<file path="src/rtl/wptr_handler_if.sv">
// wptr_handler_if
//   Bundles the write-side FIFO control/status signals.
//   master : producer / read-domain side (drives w_en, ovf_clr, g_rptr)
//   slave  : wptr_handler (drives pointers and flags)
//   Signals:
//     w_en        write request from producer
//     ovf_clr     single-cycle pulse, clears overflow
//     g_rptr      read Gray pointer, asynchronous to the write clock
//     b_wptr      binary write pointer (RAM address = low PTR_WIDTH bits)
//     g_wptr      Gray write pointer, crosses to the read domain
//     w_accept    RAM write enable (w_en & ~full)
//     full        FIFO full
//     almost_full fill level >= threshold
//     wlevel      pessimistic fill level
//     overflow    sticky: write attempted while full
interface wptr_handler_if #(
  parameter int PTR_WIDTH = 3
);
  logic                 w_en;
  logic                 ovf_clr;
  logic [PTR_WIDTH:0]   g_rptr;
  logic [PTR_WIDTH:0]   b_wptr;
  logic [PTR_WIDTH:0]   g_wptr;
  logic                 w_accept;
  logic                 full;
  logic                 almost_full;
  logic [PTR_WIDTH:0]   wlevel;
  logic                 overflow;

  modport master (
    output w_en, ovf_clr, g_rptr,
    input  b_wptr, g_wptr, w_accept, full, almost_full, wlevel, overflow
  );

  modport slave (
    input  w_en, ovf_clr, g_rptr,
    output b_wptr, g_wptr, w_accept, full, almost_full, wlevel, overflow
  );
endinterface

</file>
<file path="src/rtl/wptr_handler.sv">
// wptr_handler
//   Write-side pointer and flag logic of an async FIFO. Everything runs on
//   clk_w. Owns the binary/Gray write pointers, brings the read Gray pointer
//   across with a two-flop synchroniser and derives full, almost_full, the
//   fill level, the write accept and a sticky overflow flag.
//   Ports:
//     clk_w   write-domain clock (posedge)
//     arst_n  asynchronous reset, active low
//     wif     wptr_handler_if slave modport (see interface for signal list)
module wptr_handler #(
  parameter int PTR_WIDTH = 3,
  parameter int AF_THRESH = 6
) (
  input  logic           clk_w,
  input  logic           arst_n,
  wptr_handler_if.slave  wif
);

  localparam logic [PTR_WIDTH:0] AF_VAL = AF_THRESH[PTR_WIDTH:0];

  logic [PTR_WIDTH:0] r_b_wptr;
  logic [PTR_WIDTH:0] r_g_wptr;
  logic [PTR_WIDTH:0] r_rptr_s1;
  logic [PTR_WIDTH:0] r_rptr_s2;
  logic [PTR_WIDTH:0] r_wlevel;
  logic               r_full;
  logic               r_almost_full;
  logic               r_overflow;

  logic               w_accept;
  logic [PTR_WIDTH:0] w_b_wptr_next;
  logic [PTR_WIDTH:0] w_g_wptr_next;
  logic [PTR_WIDTH:0] w_b_rptr_sync;
  logic [PTR_WIDTH:0] w_g_rptr_full;
  logic [PTR_WIDTH:0] w_level_next;

  assign w_accept      = wif.w_en & ~r_full;
  assign w_b_wptr_next = r_b_wptr + {{PTR_WIDTH{1'b0}}, w_accept};
  assign w_g_wptr_next = (w_b_wptr_next >> 1) ^ w_b_wptr_next;

  // Gray-to-binary: each binary bit is the XOR of all Gray bits at or above it.
  always_comb begin
    w_b_rptr_sync = '0;
    for (int i = 0; i <= PTR_WIDTH; i++) begin
      w_b_rptr_sync[i] = ^(r_rptr_s2 >> i);
    end
  end

  // The write pointer is one full lap ahead of the read pointer exactly when
  // the top two Gray bits are inverted and the rest match.
  assign w_g_rptr_full = {~r_rptr_s2[PTR_WIDTH:PTR_WIDTH-1], r_rptr_s2[PTR_WIDTH-2:0]};

  // Level uses the post-write pointer against the synchronised (stale) read
  // pointer, so it can only overstate the true fill.
  assign w_level_next = w_b_wptr_next - w_b_rptr_sync;

  always_ff @(posedge clk_w or negedge arst_n) begin
    if (!arst_n) begin
      r_b_wptr      <= '0;
      r_g_wptr      <= '0;
      r_rptr_s1     <= '0;
      r_rptr_s2     <= '0;
      r_wlevel      <= '0;
      r_full        <= 1'b0;
      r_almost_full <= 1'b0;
      r_overflow    <= 1'b0;
    end else begin
      r_rptr_s1     <= wif.g_rptr;
      r_rptr_s2     <= r_rptr_s1;
      r_b_wptr      <= w_b_wptr_next;
      r_g_wptr      <= w_g_wptr_next;
      r_full        <= (w_g_wptr_next == w_g_rptr_full);
      r_wlevel      <= w_level_next;
      r_almost_full <= (w_level_next >= AF_VAL);
      // Set has priority over a coincident clear so no overflow is lost.
      if (wif.w_en & r_full)
        r_overflow <= 1'b1;
      else if (wif.ovf_clr)
        r_overflow <= 1'b0;
    end
  end

  assign wif.b_wptr      = r_b_wptr;
  assign wif.g_wptr      = r_g_wptr;
  assign wif.w_accept    = w_accept;
  assign wif.full        = r_full;
  assign wif.almost_full = r_almost_full;
  assign wif.wlevel      = r_wlevel;
  assign wif.overflow    = r_overflow;

endmodule
</file>
<file path="src/flat_wrapper.sv">
// flat-port wrapper written by rule: the top's interface ports become plain ports
module wptr_handler_flat 
#(
  parameter int PTR_WIDTH = 3,
  parameter int AF_THRESH = 6
)
  (clk_w, arst_n, wif_w_en, wif_ovf_clr, wif_g_rptr, wif_b_wptr, wif_g_wptr, wif_w_accept, wif_full, wif_almost_full, wif_wlevel, wif_overflow);
  wptr_handler_if #(.PTR_WIDTH(PTR_WIDTH)) wif_i ();
  input  logic clk_w;
  input  logic arst_n;
  input wire logic [$bits(wif_i.w_en)-1:0] wif_w_en;
  input wire logic [$bits(wif_i.ovf_clr)-1:0] wif_ovf_clr;
  input wire logic [$bits(wif_i.g_rptr)-1:0] wif_g_rptr;
  output wire logic [$bits(wif_i.b_wptr)-1:0] wif_b_wptr;
  output wire logic [$bits(wif_i.g_wptr)-1:0] wif_g_wptr;
  output wire logic [$bits(wif_i.w_accept)-1:0] wif_w_accept;
  output wire logic [$bits(wif_i.full)-1:0] wif_full;
  output wire logic [$bits(wif_i.almost_full)-1:0] wif_almost_full;
  output wire logic [$bits(wif_i.wlevel)-1:0] wif_wlevel;
  output wire logic [$bits(wif_i.overflow)-1:0] wif_overflow;
  assign wif_i.w_en = wif_w_en;
  assign wif_i.ovf_clr = wif_ovf_clr;
  assign wif_i.g_rptr = wif_g_rptr;
  assign wif_b_wptr = wif_i.b_wptr;
  assign wif_g_wptr = wif_i.g_wptr;
  assign wif_w_accept = wif_i.w_accept;
  assign wif_full = wif_i.full;
  assign wif_almost_full = wif_i.almost_full;
  assign wif_wlevel = wif_i.wlevel;
  assign wif_overflow = wif_i.overflow;
  wptr_handler #(.PTR_WIDTH(PTR_WIDTH), .AF_THRESH(AF_THRESH)) u_core (.clk_w(clk_w), .arst_n(arst_n), .wif(wif_i));
endmodule
</file>
<file path="config.mk">
export PLATFORM = sky130hd
export DESIGN_NAME = wptr_handler_flat
export DESIGN_NICKNAME = d
export VERILOG_FILES = /design/src/rtl/wptr_handler_if.sv /design/src/rtl/wptr_handler.sv /design/src/flat_wrapper.sv
export SDC_FILE = /design/constraint.sdc
export NUM_CORES = 1
export LEC_CHECK = 0
export CAP_MARGIN = 40
export CELL_PAD_IN_SITES_DETAIL_PLACEMENT = 1
export CELL_PAD_IN_SITES_GLOBAL_PLACEMENT = 1
export CORE_MARGIN = 10
export CORE_UTILIZATION = 40
export CTS_CLUSTER_SIZE = 40
export DETAILED_ROUTE_END_ITERATION = 10
export GPL_TIMING_DRIVEN = 0
export PLACE_DENSITY = 0.77
export SYNTH_ARGS = -nofsm -noshare
export SYNTH_HDL_FRONTEND = slang
export SYNTH_SLANG_ARGS = --single-unit
</file>
<file path="constraint.sdc">
create_clock -name clk_w -period 3 [get_ports clk_w]
set_input_delay 0.45 -clock clk_w [delete_from_list [all_inputs] [get_ports clk_w]]
set_output_delay 0.45 -clock clk_w [all_outputs]
set_load 0.03 [all_outputs]
</file>
* After elaboration in Yosys (flattened, before gate mapping)
Cells that the tools add are included.
Storage, ports and cells: bits in registers 23, bits in latches 0, RAM bits 0, memory bits (read-only) 0, input port bits 8, logic and storage cells 24, memories kept 0
Cells by class: add/subtract/negate cells 2, multipliers 0, divide/modulo/power cells 0, $lt $le $gt $ge 1, equal/unequal tests 1, shift-type cells 0, multiplexer cells 2, bitwise gates (word level) 5, reductions and logical operators 5
Operator list (number):
- parity 4 bit | 4
- adder 4 x 1 -> 4 bit | 1
- equality test 4 bit | 1
- >= comparator 4 x 3 -> 1 bit (second input constant) | 1
- subtractor 4 bit | 1
- bitwise XOR 3 x 4 -> 4 bit | 1
- bitwise AND 1 bit | 2
- two-way mux 1 bit | 2
- NOT 2 bit | 1
- nonzero test 2 bit | 1
- NOT 1 bit | 1

* Logic depth before layout (Yosys ltp)
Gate-level depths: netlist of run 1.
depth after elaboration 5, depth in mapped cells 8

* Worst setup path after synthesis of run 1
Ideal clock, no wire load.
path kind flip-flop to flip-flop, from reg u_core.r_full (netlist: u_core.wif.full), to reg u_core.r_almost_full (netlist: u_core.wif.almost_full), library setup time 130 ps, data arrival time 2512 ps, required time 2870 ps, slack 358 ps, stages on the path, launching flop included 9, clock period less this slack 2642 ps, cells stage by stage dfrtp_1 > nor2b_1 > ha_1 > ha_1 > inv_1 > fa_1 > inv_1 > a22oi_1 > o211ai_2
On the way: cells in the longest elaborated chain, start to end 5
Ends and longest elaborated chain:
- start, declared | line wptr_handler.sv:26 | logic r_full;
- start signal, assigned | line wptr_handler.sv:72 | r_full <= (w_g_wptr_next == w_g_rptr_full);
- NOT 1 bit | line wptr_handler.sv:37 | assign w_accept = wif.w_en & ~r_full;
- bitwise AND 1 bit | line wptr_handler.sv:37
- via wif_w_accept | line flat_wrapper.sv:16 | output wire logic [$bits(wif_i.w_accept)-1:0] wif_w_accept;
- adder 4 x 1 -> 4 bit | line wptr_handler.sv:38 | assign w_b_wptr_next = r_b_wptr + {{PTR_WIDTH{1'b0}}, w_accept};
- via u_core.w_b_wptr_next[1] | line wptr_handler.sv:31 | logic [PTR_WIDTH:0] w_b_wptr_next;
- subtractor 4 bit | line wptr_handler.sv:55 | assign w_level_next = w_b_wptr_next - w_b_rptr_sync;
- via u_core.w_level_next[1] | line wptr_handler.sv:35 | logic [PTR_WIDTH:0] w_level_next;
- >= comparator 4 x 3 -> 1 bit | line wptr_handler.sv:74 | r_almost_full <= (w_level_next >= AF_VAL);
- end signal, assigned | line wptr_handler.sv:74
- end, declared | line wptr_handler.sv:27 | logic r_almost_full;
The timed path passes the listed nets, and every way through them passes these cells. A chain may end at the register's enable or synchronous reset.

* Worst setup path in the final report of run 1
from in wif_w_en, to reg u_core.r_almost_full (netlist: u_core.wif.almost_full)
On the way: cells in the longest elaborated chain, start to end 4
Ends and longest elaborated chain:
- start, declared | line flat_wrapper.sv:11 | input wire logic [$bits(wif_i.w_en)-1:0] wif_w_en;
- bitwise AND 1 bit | line wptr_handler.sv:37
- adder 4 x 1 -> 4 bit | line wptr_handler.sv:38
- via u_core.w_b_wptr_next[1] | line wptr_handler.sv:31
- subtractor 4 bit | line wptr_handler.sv:55
- via u_core.w_level_next[1] | line wptr_handler.sv:35
- >= comparator 4 x 3 -> 1 bit | line wptr_handler.sv:74
The timed path passes the listed nets, and every way through them passes these cells.

==> results of run 1 <==
-- logic make-up after synthesis --
group | Yosys count | share of synthesized area
AOI/OAI and AO/OA | 9 | 0.0739
DFF | 22 | 0.591
buffers and inverters | 9 | 0.0403
and+or+nand+nor | 6 | 0.0390
xor gates and xnor gates | 16 | 0.167
adders and majority gates | 6 | 0.0887
-- metal layers --
layer	GRT usage	part of all wire	vias up
met5	0	0	-
met1	0.0846	0.38	299
met4	0.0377	0.0077	0
li1	-	-	272
met2	0.179	0.55	13
met3	0.0343	0.057	2
-- per-stage QoR --
stage	util	worst slack (ns)	area (sq um)
6_report	0.571	0.401	1260
5_1_grt	0.571	0.295	1260
4_1_cts	0.571	0.425	1260
3_5_place_dp	0.548	0.0837	1210
3_3_place_gp	0.541	0.180	1200
2_1_floorplan	-	0.358	931
-- how the worst max path moves through the flow --
stage                    startpoint                     end  slack (ns)
finish                     wif_w_en  u_core.wif.almost_full        0.40
detailed placement         wif_w_en  u_core.wif.almost_full        0.08
floorplan           u_core.wif.full  u_core.wif.almost_full        0.36
CTS                        wif_w_en  u_core.wif.almost_full        0.42
global placement           wif_w_en  u_core.wif.almost_full        0.18
global route               wif_w_en  u_core.wif.almost_full        0.29
-- area by class of cell --
type                    instances  area, sq um  share of cell area
repair buffers                 24          245               0.194
flip-flops and latches         22          551               0.436
clock inverters                 1         30.0              0.0238
clock buffers                   3         22.5              0.0178
plain buffers                   1         7.51             0.00594
multi-input cells              37          343               0.271
inverters                       8         30.0              0.0238
well taps                      28         35.0              0.0277
-- flip-flops by register name (all words and copies together) (netlist names) --
| register | flops |
|---|---|
| u_core.wif.full | 1 |
| u_core.wif.g_wptr | 3 |
| u_core.wif.almost_full | 1 |
| u_core.wif.wlevel | 4 |
| u_core.r_rptr_s2 | 4 |
| u_core.r_rptr_s1 | 4 |
| u_core.wif.b_wptr | 4 |
| u_core.wif.overflow | 1 |
-- cell usage after synthesis (2+ instances only) --
library cell | instances | area, sq um
xor2_1 | 7 | 61.3
ha_1 | 5 | 62.6
xnor2_1 | 7 | 61.3
nor3_1 | 2 | 10.0
dfrtp_1 | 22 | 551
a21oi_1 | 2 | 10.0
inv_1 | 8 | 30.0
-- cell usage in the layout, fill, tap and decap left out --
master           synthesis  layout
buf_8                    0       1
dfrtp_1                 22      22
inv_1                    8       8
xor2_2                   1       1
a21o_1                   1       1
bufinv_16                0       1
and3_1                   1       1
nand3_2                  1       1
xor2_1                   7       7
nor3_1                   2       2
nand2_1                  1       1
o21ai_0                  1       1
buf_4                    1       1
clkdlybuf4s50_1          0      23
nor2b_1                  1       1
o211a_1                  1       1
a22oi_1                  1       1
clkbuf_4                 0       3
o211ai_2                 1       1
fa_1                     1       1
a21boi_1                 1       1
a21oi_1                  2       2
xnor2_2                  1       1
a211o_1                  1       1
ha_1                     5       5
xnor2_1                  7       7
==> flow_summary_export.csv, run 1 <==
group,metric,value,unit
placed_design,place_congestion,0.805,
worst_hold_path,hold_path_depth,0,
run_status,outcome,"completed",
yosys,synth_area_per_cell,13.7,sq um
worst_setup_path,path_depth,9,
yosys,syn_area,931,sq um
clock_tree,clk_pin_slew,0.12,ns
worst_setup_path,path_buf_inv,3,
yosys,synth_edf_count,0,
placed_design,io_buffer_count,23,
floorplan,core-area,0.00221,sq mm
timing,holdWs,0.362,ns
floorplan,num_rows,17,
grt,gr-total-overflow,0,
yosys,ys_warn_count,0,
worst_setup_path,r2r-start,"u_core.wif.full",
floorplan,die_area,0.00466,sq mm
worst_setup_path,critPathMaxFanout,6,
timing,worstMarginPinSlew,0.463,ns
detailed_routing,antenna_left,0,
timing,setup_tns,0,ns
worst_setup_path,critical_path_arrival,2.78,ns
worst_hold_path,hold_path_class,"register to register",
clock_tree,cts_tree,"yes",
placed_design,dpl.hpwl,1590,um
clock_tree,cts-root-buf,"clkbuf_4",
yosys,yosysSeqAreaShare,0.591,
worst_hold_path,worstHoldStart,"u_core.r_rptr_s1[3]",
timing,hold_viol_final,0,
grt,grt_max_degree,16,
timing,rsz0062_at_grt,"false",
yosys,async_reset_ff_frac,1.00,
detailed_routing,wl_per_cell,14.8,um
yosys,synth_cells,68,
clock_tree,clockBufferDepth,2,
detailed_routing,via_count,586,
timing,setup_viol,0,
timing,fin_crit,2.60,ns
grt,grt_pass1_wl,3190,um
clock_tree,cts_resized,0,
worst_setup_path,critPathKind,"input port to register",
worst_setup_path,endpoint_kind,"register",
final_layout,nets,111,
grt,track_usage,0.0927,
clock_tree,clock_latency,0.30,ns
final_layout,antenna_cells,0,
grt,grt_pass1_vias,703,
worst_setup_path,crit_chain,"clkdlybuf4s50_1 -> nor2b_1 -> ha_1 -> ha_1 -> inv_1 -> fa_1 -> inv_1 -> a22oi_1 -> o211ai_2",
detailed_routing,drt-total-wl,1830,um
placed_design,place_inst,120,
worst_setup_path,reg2reg_setup_slack,0.64,ns
final_layout,drive_gt1_frac,0.104,
worst_setup_path,worstPathRequired,3.18,ns
grt,antenna_found_initial,0,
floorplan,die_h,68.2,um
clock_tree,cts-hold-fix-buffers,0,
job,drv_cap,0,
final_layout,fin_cells,124,
timing,slew_violations,0,
detailed_routing,vias_per_cell,4.73,
clock_tree,post_cts_buffers,0,
worst_setup_path,rr_endpoint,"u_core.wif.almost_full",
timing,min_period_over_period,0.866,
worst_setup_path,cp_top_family,"adder cells",
yosys,synth_nets,82,
worst_setup_path,start_kind,"input port",
yosys,ys_seq_elements,22,
worst_setup_path,cpPeakStageDelay,0.58,ns
worst_setup_path,reg2reg_depth,8,
worst_setup_path,slowest_stage,"fa_1",
floorplan,start_util,0.421,
timing,slew-limit-headroom,0.689,
worst_hold_path,holdPathEnd,"u_core.r_rptr_s2[3]",
floorplan,die_w,68.2,um
clock_tree,h-tree-depth,1,
clock_tree,cts.sinks,22,
detailed_routing,drt_iter0_drc,6,
final_layout,areaGrowthSynthToFinish,35.8,%
detailed_routing,drtPass1Iterations,4,
final_layout,nFillCells,238,
detailed_routing,drc,0,
timing,fmax,385,MHz
yosys,synth_top_flop_cell,"dfrtp_1",
yosys,synth.distinct_cells,22,
floorplan,io_pins,24,
clock_tree,numCtsBuffers,3,
timing,fin_worst_skew,0.00830,ns
Power of run 1 is left out: the tool's default activity adds up to more than one toggle a clock period on the data nets, which glitch-free logic cannot reach.
==> run 2: changes to the inputs <==
- CAP_MARGIN: 40 -> not set
==> flow_summary_export.csv, run 2 (synthesized netlist as in run 1, its figures left out) <==
group,metric,value,unit
run_status,outcome,"completed",
final_layout,antenna_cells,0,
detailed_routing,drc,0,
timing,slew-limit-headroom,0.391,
clock_tree,cts_resized,0,
clock_tree,cts_tree,"yes",
timing,slew_violations,0,
worst_setup_path,start_kind,"input port",
clock_tree,clock_latency,0.30,ns
placed_design,place_congestion,0.805,
detailed_routing,drt-total-wl,1830,um
placed_design,place_inst,119,
floorplan,die_w,68.2,um
detailed_routing,drtPass1Iterations,4,
clock_tree,numCtsBuffers,3,
detailed_routing,antenna_left,0,
clock_tree,h-tree-depth,1,
floorplan,die_area,0.00466,sq mm
timing,rsz0062_at_grt,"false",
timing,worstMarginPinSlew,0.910,ns
worst_setup_path,worstPathRequired,3.19,ns
clock_tree,post_cts_buffers,0,
timing,fin_worst_skew,0.00420,ns
timing,setup_viol,0,
timing,min_period_over_period,0.854,
clock_tree,cts.sinks,22,
worst_setup_path,critical_path_arrival,2.76,ns
grt,gr-total-overflow,0,
timing,fin_crit,2.56,ns
grt,grt_pass1_vias,688,
final_layout,drive_gt1_frac,0.0851,
floorplan,num_rows,17,
clock_tree,cts-root-buf,"clkbuf_4",
clock_tree,cts-hold-fix-buffers,0,
job,drv_cap,0,
final_layout,finish.utilization,0.551,
final_layout,final_area,0.00122,sq mm
timing,setup_tns,0,ns
grt,grt_pass1_wl,3150,um
detailed_routing,wl_per_cell,15.0,um
placed_design,post_dp_cell_area,0.00120,sq mm
floorplan,start_util,0.421,
grt,antenna_found_initial,0,
timing,fmax,390,MHz
final_layout,layout_commonest_cell,"clkdlybuf4s50_1",
worst_setup_path,reg2reg_setup_slack,0.66,ns
detailed_routing,via_count,588,
worst_setup_path,critPathMaxFanout,6,
floorplan,io_pins,24,
worst_setup_path,cpPeakStageDelay,0.57,ns
detailed_routing,drt_iter0_drc,17,
grt,grt_max_degree,23,
final_layout,nets,110,
final_layout,fin_cells,122,
worst_hold_path,hold_path_class,"register to register",
final_layout,areaGrowthSynthToFinish,30.9,%
timing,hold_viol_final,0,
grt,track_usage,0.0924,
clock_tree,clockBufferDepth,2,
floorplan,die_h,68.2,um
detailed_routing,vias_per_cell,4.82,
placed_design,dpl.hpwl,1560,um
final_layout,final_cell_mix,"clkdlybuf4s50_1, dfrtp_1, inv_1, xnor2_1, xor2_1",
floorplan,core-area,0.00221,sq mm
worst_setup_path,crit_chain,"clkdlybuf4s50_1 -> nor2b_1 -> ha_1 -> ha_1 -> inv_1 -> fa_1 -> inv_1 -> a22oi_1 -> o211ai_2",
placed_design,io_buffer_count,23,
worst_setup_path,endpoint_kind,"register",
worst_setup_path,critPathKind,"input port to register",
worst_setup_path,slowest_stage,"fa_1",
clock_tree,clk_pin_slew,0.11,ns
==> run 2: worst paths after layout <==
path / startpoint / end / cells after the start
hold / removal: u_core.r_rptr_s1[3] / u_core.r_rptr_s2[3] / 0
min in group asynchronous: arst_n / u_core.r_rptr_s1[3] / 1
max in group asynchronous: arst_n / u_core.wif.b_wptr[3] / 1
setup reg to reg: u_core.r_rptr_s2[3] / u_core.wif.almost_full / 8
hold reg to reg: u_core.r_rptr_s1[3] / u_core.r_rptr_s2[3] / 0
setup / recovery: wif_w_en / u_core.wif.almost_full / 9
==> run 2: layout make-up <==
type,instances,area [sq um]
plain buffers,1,7.51
clock buffers,3,22.5
fillers,239,993
inverters,8,30.0
multi-input cells,37,343
flip-flops and latches,22,551
well taps,28,35.0
repair buffers,23,230
==> run 2: per-layer routing <==
layer	wire length (um)	vias to the layer above	track usage
met5	0	-	0
met3	118	5	0.0294
met1	668	297	0.0827
met4	45	0	0.0603
li1	-	270	-
met2	994	16	0.173
==> run 2: worst max-delay path, delay by kind of cell <==
family / cells / cell delay (ns)
and+or+nand+nor: 1 / 0.16
AOI/OAI and AO/OA: 2 / 0.33
adders and majority gates: 3 / 1.21
buffers and inverters: 3 / 0.60
==> run 2: per-stage QoR <==
stage                     hold WS (ns)  setup slack (ns)
after global placement           0.333             0.180
final                            0.364             0.437
after CTS                        0.363             0.430
after detailed placement         0.337            0.0816
after global routing             0.376             0.293
after floorplan                  0.154             0.358
Power of run 2 is left out for the same reason.
==> run 3: changes to the inputs <==
- CELL_PAD_IN_SITES_DETAIL_PLACEMENT: 1 -> 2
- CELL_PAD_IN_SITES_GLOBAL_PLACEMENT: 1 -> 2
- CORE_UTILIZATION: 40 -> 33
==> flow_summary_export.csv, run 3 (synthesized netlist as in run 1, its figures left out) <==
group,metric,value,unit
grt,track_usage,0.0767,
timing,setup_viol,0,
floorplan,die_area,0.00535,sq mm
timing,worstMarginPinSlew,0.941,ns
detailed_routing,drt-total-wl,1870,um
final_layout,final_cell_mix,"clkdlybuf4s50_1, dfrtp_1, inv_1, xnor2_1, xor2_1",
detailed_routing,drtPass1Iterations,2,
clock_tree,cts-root-buf,"clkbuf_4",
grt,antenna_found_initial,0,
detailed_routing,vias_per_cell,4.57,
timing,fmax,395,MHz
timing,fin_crit,2.53,ns
placed_design,place_congestion,0.724,
worst_setup_path,cp_top_family,"adder cells",
clock_tree,cts_resized,0,
clock_tree,clk_pin_slew,0.12,ns
clock_tree,clock_latency,0.31,ns
detailed_routing,antenna_left,0,
worst_setup_path,critPathKind,"input port to register",
worst_setup_path,critPathMaxFanout,6,
worst_hold_path,hold_path_class,"register to register",
clock_tree,cts_tree,"yes",
detailed_routing,via_count,576,
clock_tree,numCtsBuffers,3,
worst_setup_path,path_buf_inv,3,
timing,rsz0062_at_grt,"false",
timing,setup_tns,0,ns
worst_setup_path,start_kind,"input port",
clock_tree,h-tree-depth,1,
timing,holdWs,0.364,ns
final_layout,areaGrowthSynthToFinish,32.8,%
clock_tree,cts-hold-fix-buffers,0,
clock_tree,cts.sinks,22,
timing,hold_viol_final,0,
final_layout,antenna_cells,0,
worst_setup_path,endpoint_kind,"register",
grt,grt_pass1_vias,680,
worst_setup_path,reg2reg_depth,8,
final_layout,drive_gt1_frac,0.0947,
worst_setup_path,crit_chain,"clkdlybuf4s50_1 -> nor2b_1 -> ha_1 -> ha_1 -> inv_1 -> fa_1 -> inv_1 -> a22oi_1 -> o211ai_2",
worst_setup_path,reg2reg_setup_slack,0.69,ns
clock_tree,clockBufferDepth,2,
timing,slew-limit-headroom,0.371,
floorplan,die_h,73.1,um
grt,grt_max_degree,23,
clock_tree,post_cts_buffers,0,
floorplan,core-area,0.00273,sq mm
detailed_routing,drt_iter0_drc,4,
worst_setup_path,cpPeakStageDelay,0.58,ns
timing,fin_worst_skew,0.00413,ns
worst_setup_path,path_depth,9,
floorplan,start_util,0.341,
final_layout,layout_commonest_cell,"clkdlybuf4s50_1",
worst_setup_path,slowest_stage,"fa_1",
final_layout,nFillCells,276,
job,drv_cap,0,
detailed_routing,drc,0,
grt,gr-total-overflow,0,
grt,grt_pass1_wl,3210,um
timing,min_period_over_period,0.843,
worst_setup_path,critical_path_arrival,2.73,ns
worst_setup_path,worstPathRequired,3.20,ns
placed_design,dpl.hpwl,1590,um
timing,slew_violations,0,
detailed_routing,wl_per_cell,14.9,um
floorplan,die_w,73.1,um
floorplan,num_rows,19,
placed_design,io_buffer_count,23,
run_status,outcome,"completed",
floorplan,io_pins,24,
final_layout,nets,110,
worst_hold_path,hold_path_depth,0,
==> run 3: through the flow <==
| step | utilization | setup slack, ns | instances | cell area, sq um |
|---|---|---|---|---|
| floorplan | - | 0.358 | 68 | 931 |
| global placement | 0.439 | 0.156 | 122 | 1200 |
| detailed placement | 0.439 | 0.106 | 122 | 1200 |
| CTS | 0.452 | 0.450 | 126 | 1240 |
| global route | 0.452 | 0.319 | 126 | 1240 |
| finish | 0.452 | 0.471 | 126 | 1240 |
==> run 3: layout make-up <==
type                       instances  area (sq um)  area share
multi-input combinational         37           343       0.277
sequential                        22           551       0.445
tap                               31          38.8      0.0314
timing repair buffer              23           230       0.186
clock buffer                       4          36.3      0.0294
buffer                             1          7.51     0.00607
inverter                           8          30.0      0.0243
==> run 3: final timing paths <==
| kind | start | to |
|---|---|---|
| min in group asynchronous | arst_n | u_core.wif.g_wptr[0] |
| worst max-delay path | wif_w_en | u_core.wif.almost_full |
| worst min-delay path | u_core.r_rptr_s1[3] | u_core.r_rptr_s2[3] |
| worst min register to register | u_core.r_rptr_s1[3] | u_core.r_rptr_s2[3] |
| max in group asynchronous | arst_n | u_core.wif.wlevel[3] |
| worst max register to register | u_core.r_rptr_s2[3] | u_core.wif.almost_full |
==> run 3: metal layers <==
layer	vias up	global-route usage	wire length, um
met2	15	0.138	995
met3	4	0.0245	112
met4	0	0.0380	33
li1	272	-	-
met5	-	0	0
met1	285	0.0764	733
Power of run 3 is left out for the same reason.
